--- src/rtl/move_pkg.sv ---
// move_pkg: shared constants and the segment record for the move buffer.
//   MOVE_WORD_W     - width of duration / increment / increment-increment
//   MOVE_DEPTH_BITS - default log2 of the entry count
//   move_seg_t      - one complete coordinated-move segment
package move_pkg;
    localparam int MOVE_WORD_W = 64;
    localparam int MOVE_DEPTH_BITS = 2;
    typedef struct packed {
        logic                   dir;
        logic [MOVE_WORD_W-1:0] duration;
        logic [MOVE_WORD_W-1:0] increment;
        logic [MOVE_WORD_W-1:0] incrinc;
    } move_seg_t;
endpackage

--- src/rtl/move_buffer_if.sv ---
// move_buffer_if: producer/consumer bus of the move buffer.
//   clear, wr_* : producer side (segment offer, flush request, wr_ready back)
//   rd_*        : consumer side (head entry, rd_ready back)
//   count, overflow, zero_dur : occupancy and sticky error status
//   moves_done, underruns     : statistics, present only with MOVE_BUFFER_STATS_EN
// slave is the buffer's view, master is the view of the surrounding logic.
interface move_buffer_if import move_pkg::*; #(
    parameter int DEPTH_BITS = MOVE_DEPTH_BITS,
    parameter int WORD_W = MOVE_WORD_W
);
    logic              clear;
    logic              wr_valid;
    logic              wr_ready;
    logic              wr_dir;
    logic [WORD_W-1:0] wr_duration;
    logic [WORD_W-1:0] wr_increment;
    logic [WORD_W-1:0] wr_incrinc;
    logic              rd_valid;
    logic              rd_ready;
    logic              rd_dir;
    logic [WORD_W-1:0] rd_duration;
    logic [WORD_W-1:0] rd_increment;
    logic [WORD_W-1:0] rd_incrinc;
    logic [DEPTH_BITS:0] count;
    logic              overflow;
    logic              zero_dur;
`ifdef MOVE_BUFFER_STATS_EN
    logic [31:0]       moves_done;
    logic [15:0]       underruns;
`endif
    modport slave (
        input  clear, wr_valid, wr_dir, wr_duration, wr_increment, wr_incrinc, rd_ready,
        output wr_ready, rd_valid, rd_dir, rd_duration, rd_increment, rd_incrinc,
        output count, overflow, zero_dur
`ifdef MOVE_BUFFER_STATS_EN
        , output moves_done, underruns
`endif
    );
    modport master (
        output clear, wr_valid, wr_dir, wr_duration, wr_increment, wr_incrinc, rd_ready,
        input  wr_ready, rd_valid, rd_dir, rd_duration, rd_increment, rd_incrinc,
        input  count, overflow, zero_dur
`ifdef MOVE_BUFFER_STATS_EN
        , input moves_done, underruns
`endif
    );
endinterface

--- src/rtl/move_buffer_mem.sv ---
// move_buffer_mem: segment storage, one write port and one asynchronous read port.
//   CLK          - write clock
//   we/waddr/wdata - write port
//   raddr/rd_en  - read address; rdata is forced to 0 when rd_en is low so the
//                  head fields never expose uninitialised storage
// The array is deliberately not reset.
module move_buffer_mem import move_pkg::*; #(
    parameter int DEPTH_BITS = MOVE_DEPTH_BITS
) (
    input  logic                  CLK,
    input  logic                  we,
    input  logic [DEPTH_BITS-1:0] waddr,
    input  move_seg_t             wdata,
    input  logic [DEPTH_BITS-1:0] raddr,
    input  logic                  rd_en,
    output move_seg_t             rdata
);
    move_seg_t mem_q [1<<DEPTH_BITS];
    always_ff @(posedge CLK)
        if (we) mem_q[waddr] <= wdata;
    assign rdata = rd_en ? mem_q[raddr] : '0;
endmodule

--- src/rtl/move_buffer.sv ---
// move_buffer: first-word fall-through FIFO of move segments between the SPI
// message handler and the DDA step-timing engine.
//   CLK    - system clock
//   resetn - asynchronous active-low reset, discards all entries
//   bus    - move_buffer_if.slave: clear, write handshake, read handshake,
//            count and sticky overflow / zero_dur flags
// Optional macro MOVE_BUFFER_STATS_EN adds saturating moves_done/underruns counters.
// WORD_W must equal MOVE_WORD_W since entries are stored as move_seg_t.
module move_buffer import move_pkg::*; #(
    parameter int DEPTH_BITS = MOVE_DEPTH_BITS,
    parameter int WORD_W = MOVE_WORD_W
) (
    input logic         CLK,
    input logic         resetn,
    move_buffer_if.slave bus
);
    localparam int CW = DEPTH_BITS + 1;
    localparam logic [DEPTH_BITS:0] DEPTH_C = CW'(1 << DEPTH_BITS);
    logic [DEPTH_BITS:0]   count_q, count_d;
    logic [DEPTH_BITS-1:0] wr_ptr_q, wr_ptr_d, rd_ptr_q, rd_ptr_d;
    logic                  overflow_q, overflow_d, zero_dur_q, zero_dur_d;
    logic                  full, empty, dur_zero, push, pop;
    move_seg_t             wseg, rseg;
    // Full/empty come from the registered count only, so wr_ready has no path from rd_ready.
    assign full     = count_q == DEPTH_C;
    assign empty    = count_q == '0;
    assign dur_zero = bus.wr_duration == WORD_W'(0);
    assign push     = bus.wr_valid && !full && !dur_zero && !bus.clear;
    assign pop      = bus.rd_ready && !empty && !bus.clear;
    assign wseg     = {bus.wr_dir, bus.wr_duration, bus.wr_increment, bus.wr_incrinc};
    always_comb begin
        wr_ptr_d   = bus.clear ? '0 : push ? wr_ptr_q + DEPTH_BITS'(1) : wr_ptr_q;
        rd_ptr_d   = bus.clear ? '0 : pop ? rd_ptr_q + DEPTH_BITS'(1) : rd_ptr_q;
        count_d    = bus.clear ? '0 : (push && !pop) ? count_q + CW'(1) :
                     (!push && pop) ? count_q - CW'(1) : count_q;
        overflow_d = !bus.clear && (overflow_q || (bus.wr_valid && full));
        zero_dur_d = !bus.clear && (zero_dur_q || (bus.wr_valid && dur_zero));
    end
    always_ff @(posedge CLK or negedge resetn)
        if (!resetn) begin
            count_q    <= '0;
            wr_ptr_q   <= '0;
            rd_ptr_q   <= '0;
            overflow_q <= 1'b0;
            zero_dur_q <= 1'b0;
        end else begin
            count_q    <= count_d;
            wr_ptr_q   <= wr_ptr_d;
            rd_ptr_q   <= rd_ptr_d;
            overflow_q <= overflow_d;
            zero_dur_q <= zero_dur_d;
        end
    move_buffer_mem #(.DEPTH_BITS(DEPTH_BITS)) u_mem (
        .CLK   (CLK),
        .we    (push),
        .waddr (wr_ptr_q),
        .wdata (wseg),
        .raddr (rd_ptr_q),
        .rd_en (!empty),
        .rdata (rseg)
    );
    assign bus.wr_ready     = !full;
    assign bus.rd_valid     = !empty;
    assign bus.rd_dir       = rseg.dir;
    assign bus.rd_duration  = rseg.duration;
    assign bus.rd_increment = rseg.increment;
    assign bus.rd_incrinc   = rseg.incrinc;
    assign bus.count        = count_q;
    assign bus.overflow     = overflow_q;
    assign bus.zero_dur     = zero_dur_q;
`ifdef MOVE_BUFFER_STATS_EN
    logic [31:0] moves_done_q, moves_done_d;
    logic [15:0] underruns_q, underruns_d;
    logic        prev_valid_q;
    // An underrun is the consumer still asking right after the buffer ran dry.
    logic        underrun;
    assign underrun = bus.rd_ready && empty && prev_valid_q;
    always_comb begin
        moves_done_d = bus.clear ? '0 : (pop && moves_done_q != '1) ? moves_done_q + 32'd1 : moves_done_q;
        underruns_d  = bus.clear ? '0 : (underrun && underruns_q != '1) ? underruns_q + 16'd1 : underruns_q;
    end
    always_ff @(posedge CLK or negedge resetn)
        if (!resetn) begin
            moves_done_q <= '0;
            underruns_q  <= '0;
            prev_valid_q <= 1'b0;
        end else begin
            moves_done_q <= moves_done_d;
            underruns_q  <= underruns_d;
            prev_valid_q <= !empty;
        end
    assign bus.moves_done = moves_done_q;
    assign bus.underruns  = underruns_q;
`endif
endmodule

--- src/flat_wrapper.sv ---
// flat-port wrapper written by rule: the top's interface ports become plain ports
module move_buffer_flat import move_pkg::*;
#(
    parameter int DEPTH_BITS = MOVE_DEPTH_BITS,
    parameter int WORD_W = MOVE_WORD_W
)
  (CLK, resetn, bus_clear, bus_wr_valid, bus_wr_dir, bus_wr_duration, bus_wr_increment, bus_wr_incrinc, bus_rd_ready, bus_wr_ready, bus_rd_valid, bus_rd_dir, bus_rd_duration, bus_rd_increment, bus_rd_incrinc, bus_count, bus_overflow, bus_zero_dur);
  move_buffer_if #(.DEPTH_BITS(DEPTH_BITS), .WORD_W(WORD_W)) bus_i ();
  input logic CLK;
  input logic resetn;
  input wire logic [$bits(bus_i.clear)-1:0] bus_clear;
  input wire logic [$bits(bus_i.wr_valid)-1:0] bus_wr_valid;
  input wire logic [$bits(bus_i.wr_dir)-1:0] bus_wr_dir;
  input wire logic [$bits(bus_i.wr_duration)-1:0] bus_wr_duration;
  input wire logic [$bits(bus_i.wr_increment)-1:0] bus_wr_increment;
  input wire logic [$bits(bus_i.wr_incrinc)-1:0] bus_wr_incrinc;
  input wire logic [$bits(bus_i.rd_ready)-1:0] bus_rd_ready;
  output wire logic [$bits(bus_i.wr_ready)-1:0] bus_wr_ready;
  output wire logic [$bits(bus_i.rd_valid)-1:0] bus_rd_valid;
  output wire logic [$bits(bus_i.rd_dir)-1:0] bus_rd_dir;
  output wire logic [$bits(bus_i.rd_duration)-1:0] bus_rd_duration;
  output wire logic [$bits(bus_i.rd_increment)-1:0] bus_rd_increment;
  output wire logic [$bits(bus_i.rd_incrinc)-1:0] bus_rd_incrinc;
  output wire logic [$bits(bus_i.count)-1:0] bus_count;
  output wire logic [$bits(bus_i.overflow)-1:0] bus_overflow;
  output wire logic [$bits(bus_i.zero_dur)-1:0] bus_zero_dur;
  assign bus_i.clear = bus_clear;
  assign bus_i.wr_valid = bus_wr_valid;
  assign bus_i.wr_dir = bus_wr_dir;
  assign bus_i.wr_duration = bus_wr_duration;
  assign bus_i.wr_increment = bus_wr_increment;
  assign bus_i.wr_incrinc = bus_wr_incrinc;
  assign bus_i.rd_ready = bus_rd_ready;
  assign bus_wr_ready = bus_i.wr_ready;
  assign bus_rd_valid = bus_i.rd_valid;
  assign bus_rd_dir = bus_i.rd_dir;
  assign bus_rd_duration = bus_i.rd_duration;
  assign bus_rd_increment = bus_i.rd_increment;
  assign bus_rd_incrinc = bus_i.rd_incrinc;
  assign bus_count = bus_i.count;
  assign bus_overflow = bus_i.overflow;
  assign bus_zero_dur = bus_i.zero_dur;
  move_buffer #(.DEPTH_BITS(DEPTH_BITS), .WORD_W(WORD_W)) u_core (.CLK(CLK), .resetn(resetn), .bus(bus_i));
endmodule
--- config.mk ---
export PLATFORM = sky130hd
export DESIGN_NAME = move_buffer_flat
export DESIGN_NICKNAME = d
export VERILOG_FILES = /design/src/rtl/move_pkg.sv /design/src/rtl/move_buffer_if.sv /design/src/rtl/move_buffer_mem.sv /design/src/rtl/move_buffer.sv /design/src/flat_wrapper.sv
export SDC_FILE = /design/constraint.sdc
export NUM_CORES = 1
export LEC_CHECK = 0
export BUFFER_PORTS_ARGS = -buffer_cell sky130_fd_sc_hd__buf_2
export CAP_MARGIN = 20
export CORE_AREA = 4 4 249 251
export CTS_BUF_LIST = sky130_fd_sc_hd__clkbuf_8
export CTS_CLUSTER_SIZE = 30
export DETAILED_ROUTE_END_ITERATION = 8
export DIE_AREA = 0 0 253 255
export GPL_TIMING_DRIVEN = 1
export PLACE_DENSITY = 0.7
export SYNTH_ARGS = -nofsm -noshare
export SYNTH_HDL_FRONTEND = slang
export SYNTH_SLANG_ARGS = --single-unit
--- constraint.sdc ---
create_clock -name CLK -period 5.1 [get_ports CLK]
set_input_delay 0 -clock CLK [delete_from_list [all_inputs] [get_ports CLK]]
set_output_delay 0 -clock CLK [all_outputs]
set_load 0.02 [all_outputs]
==> flow_summary.toml, run 1 <==
[critical_path]
cp-start-kind = "flip-flop"
worst_path_largest_cell_delay_ns = 0.74
crit_chain = "inv_1 > nand3_4 > buf_4 > and2_1 > buf_2"
worst_setup_path_end_kind = "primary output"
worstPathArrival_ns = 3.27
path_class = "flip-flop to primary output"
reg2reg_depth = 5
critPathRequiredTime_ns = 5.10
path_max_fanout = 77
cpMaxStageDelayCell = "buf_4"

[logic_synthesis]
synth_edf_count = 772
synth_common_cells = "edfxtp_1 (772), and2_1 (194), mux4_2 (194)"
synth_top_area_cell = "edfxtp_1"
syn_avg_cell_area_um2 = 22.8
ys.flop_type = "edfxtp_1"
yosysWarnings = 0
synth_top_area_share_pct = 78.0
ys_ff_latch = 781
syn-num-nets = 1506
synth_cell_types = 29
netlist_area_um2 = 29700
yosysMostFrequentCell = "edfxtp_1"
synth_area_leaders = "edfxtp_1 (78%), mux4_2 (15%), and2_1 (4.1%)"
ys_seq_area_share_pct = 78.8
synthCells = 1303
async_flop_share_pct = 1.15

[power]
ir_worst_vdd_mv = 0.355
p_clk_share_pct = 27.9
p_int_mw = 12.2
p_sw_share_pct = 32.6
p_leak_nw = 13.7
power_frac_comb_pct = 29.6
p_seq_share_pct = 42.4
switching_power_mw = 5.91
pwr_density_cell_nw_per_um2 = 466

[placement]
place_inst = 2434
dp_hpwl_mm = 37.6
port_buffers = 397
gp_congestion = 0.800

[clocking]
cts.repair.resized = 0
numCtsBuffers = 130
cts_tree = "yes"
cts_sinks = 781
cts.clk_slew.worst_paths_ns = 0.06
htree_levels = 4
clkLatencyLatePin_ns = 0.75
clockBufferDepth = 3
root_buffer = "clkbuf_8"
post_cts_buffers = 0

[grt]
antenna_found_initial = 8
grt_max_degree = 102
grt_pass1_vias = 18100
grt_overflow_total = 0
grt_pass1_wl_mm = 106
grt_usage_pct = 21.9

[timing]
maxSlewHeadroom_pct = 31.7
fmax_mhz = 306
fin_setup_tns_ns = 0
fin_crit_sh_pct = 64.1
finalHoldViolations = 0
grt_setup_unrepaired = "false"
tightest_slew_ns = 1.02
setup_viol = 0
slew_violations = 0
period_minus_slack_ns = 3.27
skew_ns = 0.0274

[die]
num_rows = 90
fp.dieH_um = 255
io_pins = 398
fp.coreArea_um2 = 59900
start_util_pct = 49.6
die_w_um = 253
die_area_um2 = 64500

[hold_path]
hold_depth = 2
hold_class = "input port to flip-flop"

[routing]
first_pass_iters = 6
wl_per_cell_um = 23.0
dr_total_vias = 16400
wirelength_mm = 70.4
drt_iter0_markers = 1192
via_per_inst = 5.38
drc_errors = 0
antenna_left = 0

[finish]
multi_input_area_um2 = 6030
final_nets = 2373
area_delta_synth_final_pct = 31.2
layout-drive-gt1-share_pct = 34.3
layout.cells.non_filler = 3058
fillers = 3971
regArea_um2 = 23400

[flow_run]
maxCapViolCount = 0

[outcome]
status = "finished, final reports clean"
-- metrics by stage --
step | hold slack, ns | total power [mW] | setup slack, ns | cell area, um^2 | utilization [%]
CTS | 0.000412 | 18.3 | 1.70 | 39000 | 65.0
global placement | -0.137 | 13.0 | 2.02 | 32700 | 54.6
global route | 0.00392 | 19.0 | 1.56 | 39000 | 65.1
finish | 0.0573 | 18.2 | 1.83 | 39000 | 65.1
floorplan | -0.296 | 11.1 | 1.17 | 29700 | -
detailed placement | -0.130 | 13.0 | 1.96 | 32700 | 54.6
-- registers in the layout, indices dropped and copies added, names as in the netlist --
signal / count
u_core.u_mem.mem_q: 772
u_core.bus.overflow: 1
u_core.bus.count: 3
u_core.rd_ptr_q: 2
u_core.wr_ptr_q: 2
u_core.bus.zero_dur: 1
-- worst paths after layout --
kind,start,endpoint,slack (ns)
setup reg to reg,u_core.bus.count[2]$_DFFE_PN0P_,u_core.u_mem.mem_q[2][44]$_DFFE_PP_,1.91
hold reg to reg,u_core.bus.overflow$_DFF_PN0_,u_core.bus.overflow$_DFF_PN0_,0.58
min in group asynchronous,resetn,u_core.bus.count[2]$_DFFE_PN0P_,0.26
max in group asynchronous,resetn,u_core.rd_ptr_q[0]$_DFFE_PN0P_,4.49
setup / recovery,u_core.bus.count[2]$_DFFE_PN0P_,bus_rd_duration[62],1.83
hold / removal,bus_wr_duration[60],u_core.u_mem.mem_q[3][188]$_DFFE_PP_,0.06
-- routing by layer --
layer	track usage (%)	wire length (um)
met3	5.78	4720
met5	0	0
met1	26.6	26400
met2	37.5	36900
met4	9.38	2450
-- repair_timing --
item	4_1_cts	5_1_grt
setup endpoints to repair	0	0
hold buffers	385	1
hold endpoints to repair	790	4
-- power by group through the flow --
stage	registers (mW)	clock network, mW	logic [mW]
4_1_cts	7.70	5.17	5.42
3_5_place_dp	7.83	0	5.17
3_3_place_gp	7.81	0	5.17
5_1_grt	7.74	5.55	5.71
2_1_floorplan	7.77	0	3.28
6_report	7.71	5.07	5.38
-- cells in the final DEF (no fill, tap or decap), drive strengths merged, types with 2 or more instances in the layout --
cell type,synthesis,routed
a21oi,3,3
and2,194,194
and3,4,4
buf,30,415
bufinv,0,2
clkbuf,36,140
clkinv,0,30
clkinvlp,0,7
dfrtp,9,9
diode,0,8
dlygate4sd3,0,386
edfxtp,772,772
ha,4,4
inv,7,58
mux2,2,2
mux4,194,194
nand2,4,4
nand3,3,3
nand4,4,4
nor2,8,8
nor4,17,17
o21ai,2,2
xnor2,2,2
-- cell type report --
class / instances / area share (%)
Tap cell: 782 / 2.51
Clock inverter: 90 / 1.15
Inverter: 7 / 0.0674
Timing Repair Buffer: 801 / 15.7
Sequential cell: 781 / 60.1
Multi-Input combinational cell: 449 / 15.5
Antenna cell: 8 / 0.0514
Clock buffer: 140 / 4.94
-- cells by family after synthesis --
family          after synthesis  share of synthesized area (%)
flops                       781                           78.8
simple gates                237                           4.94
mux                         196                           14.8
buf+inv                      73                          0.986
compound gates                8                          0.168
fa+ha+maj                     5                          0.236
xor+xnor                      3                         0.0885
-- critical path, delay by kind of cell, from the launching register on --
family	cells	cell delay, ns
flops	1	0.44
simple gates	2	0.98
buf+inv	3	1.08
Power figures use the tool's default switching activity.
==> run 2: changes to the inputs <==
==> constraint.sdc (replaced) <==
create_clock -name CLK -period 3.2 [get_ports CLK]
set_input_delay 0 -clock CLK [delete_from_list [all_inputs] [get_ports CLK]]
set_output_delay 0 -clock CLK [all_outputs]
set_load 0.02 [all_outputs]
==> run 2 against run 1 <==
Combinational power increased by 58%. Register-to-register slack got worse by 1.6 ns. Sequential share of layout area increased by 2.1 points. Critical path type is now input port to flip-flop. Critical endpoint is now u_core.bus.count[2]$_DFFE_PN0P_.
==> flow_summary.toml, run 2 (synthesis results as in run 1) <==
[routing]
via_per_inst = 5.36
wl_per_cell_um = 22.7
drc_errors = 0
antenna_left = 0
drt_iter0_markers = 928
first_pass_iters = 5
dr_total_vias = 15700
wirelength_mm = 66.6

[grt]
antenna_found_initial = 7
grt_pass1_vias = 17100
grt_usage_pct = 20.4
grt_pass1_wl_mm = 100
grt_overflow_total = 0
grt_max_degree = 116

[critical_path]
critPathRequiredTime_ns = 3.82
reg2reg_to = "u_core.bus.count[2]$_DFFE_PN0P_"
setup.worst_path.start = "bus_wr_duration[16]"
reg2reg_from = "u_core.bus.count[2]$_DFFE_PN0P_"
cp-start-kind = "input port"
reg2reg_depth = 9
rrSetupSlack_ns = 0.34
worst_setup_path_end_kind = "flip-flop"
path_class = "input port to flip-flop"
worstPathArrival_ns = 3.68
endpoint = "u_core.bus.count[2]$_DFFE_PN0P_"
path_max_fanout = 6

[placement]
dp_hpwl_mm = 40.2
dpl_worst_slack_ns = 0.475
gp_congestion = 0.763
place_inst = 2464
port_buffers = 397

[timing]
fin_ws_ns = 0.139
maxSlewHeadroom_pct = 46.9
skew_ns = 0.0260
grt_setup_unrepaired = "false"
tightest_slew_ns = 0.796
period_minus_slack_ns = 3.06
fin_crit_sh_pct = 95.7
finalHoldViolations = 0
fmax_mhz = 327
slew_violations = 0
setup_viol = 0

[clocking]
clockBufferDepth = 3
root_buffer = "clkbuf_8"
post_cts_buffers = 0
htree_levels = 3
cts_sinks = 781
clkLatencyLatePin_ns = 0.70
cts_tree = "yes"
cts.clk_slew.worst_paths_ns = 0.06
numCtsBuffers = 120

[finish]
largest_reg_flops = 772
area_delta_synth_final_pct = 26.8
layout.cells.non_filler = 2928
top_register = "u_core.u_mem.mem_q"
final_nets = 2248
layout-drive-gt1-share_pct = 37.2
layout_commonest_cell = "edfxtp_1"
mostFrequentLayoutCells = "edfxtp_1 (772), buf_2 (397), dlygate4sd3_1 (241)"

[power]
pwr_density_cell_nw_per_um2 = 756
p_leak_nw = 13.2
finalPower_mw = 28.5
ir_worst_vdd_mv = 0.647

[die]
fp.dieH_um = 255
io_pins = 398
num_rows = 90
die_w_um = 253
fp.coreArea_um2 = 59900
die_area_um2 = 64500
start_util_pct = 49.6

[outcome]
status = "finished, final reports clean"

[flow_run]
maxCapViolCount = 0

[hold_path]
hold_class = "input port to flip-flop"
-- run 2: power by group --
| part | total, mW | switching (mW) | internal (mW) |
|---|---|---|---|
| clock network | 7.76 | 3.68 | 4.08 |
| registers | 12.2 | 0.219 | 12.0 |
| logic | 8.50 | 5.21 | 3.29 |
-- run 2: worst max-delay path: stages --
cell and delay, ns:
dlygate4sd3_1 0.56, buf_2 0.16, nor4_1 0.41, nand4_1 0.31, or4_4 0.63, nand3_1 0.17
inv_1 0.09, fa_1 0.38, mux4_2 0.29, o21ai_1 0.12, dlygate4sd3_1 0.55
-- run 2: cell type report --
| type | count | area, um^2 |
|---|---|---|
| antenna | 5 | 12.5 |
| multi-input combinational | 449 | 6050 |
| tap | 782 | 978 |
| clock buffer | 121 | 1670 |
| fill | 4107 | 22200 |
| timing repair buffer | 686 | 4930 |
| sequential | 781 | 23400 |
| inverter | 7 | 26.3 |
| clock inverter | 97 | 593 |
-- run 2: how the worst min path moves through the flow --
stage	endpoint	from	cells past startpoint
floorplan	u_core.bus.count[0]$_DFFE_PN0P_	resetn	0
global placement	u_core.bus.zero_dur$_DFF_PN0_	resetn	1
detailed placement	u_core.bus.zero_dur$_DFF_PN0_	resetn	1
CTS	u_core.u_mem.mem_q[1][4]$_DFFE_PP_	bus_wr_incrinc[4]	2
global route	u_core.u_mem.mem_q[3][74]$_DFFE_PP_	bus_wr_increment[10]	2
finish	u_core.u_mem.mem_q[3][99]$_DFFE_PP_	bus_wr_increment[35]	2
-- run 2: timing repair --
action                                 4_1_cts  5_1_grt
setup endpoints to repair                    0        1
hold buffers                               241        0
resized for setup                            0        2
endpoints found under the hold margin      790        0
-- run 2: through the flow --
stage	cell area (um^2)	TNS [ns]	hold WS [ns]	utilization, %
final	37700	0	0.0709	62.9
after global routing	37700	0	0.0214	62.9
after CTS	37600	0	0.0000603	62.8
after detailed placement	33000	0	-0.131	55.0
after global placement	33000	0	-0.131	55.0
after floorplan	29700	-567.04	-0.296	-
-- run 2: metal layers --
layer	wire, um	vias up	global-route usage [%]
li1	-	6887	-
met1	25500	8117	25.8
met2	34800	571	34.8
met3	4370	116	4.82
met4	1960	4	7.75
met5	26	-	0
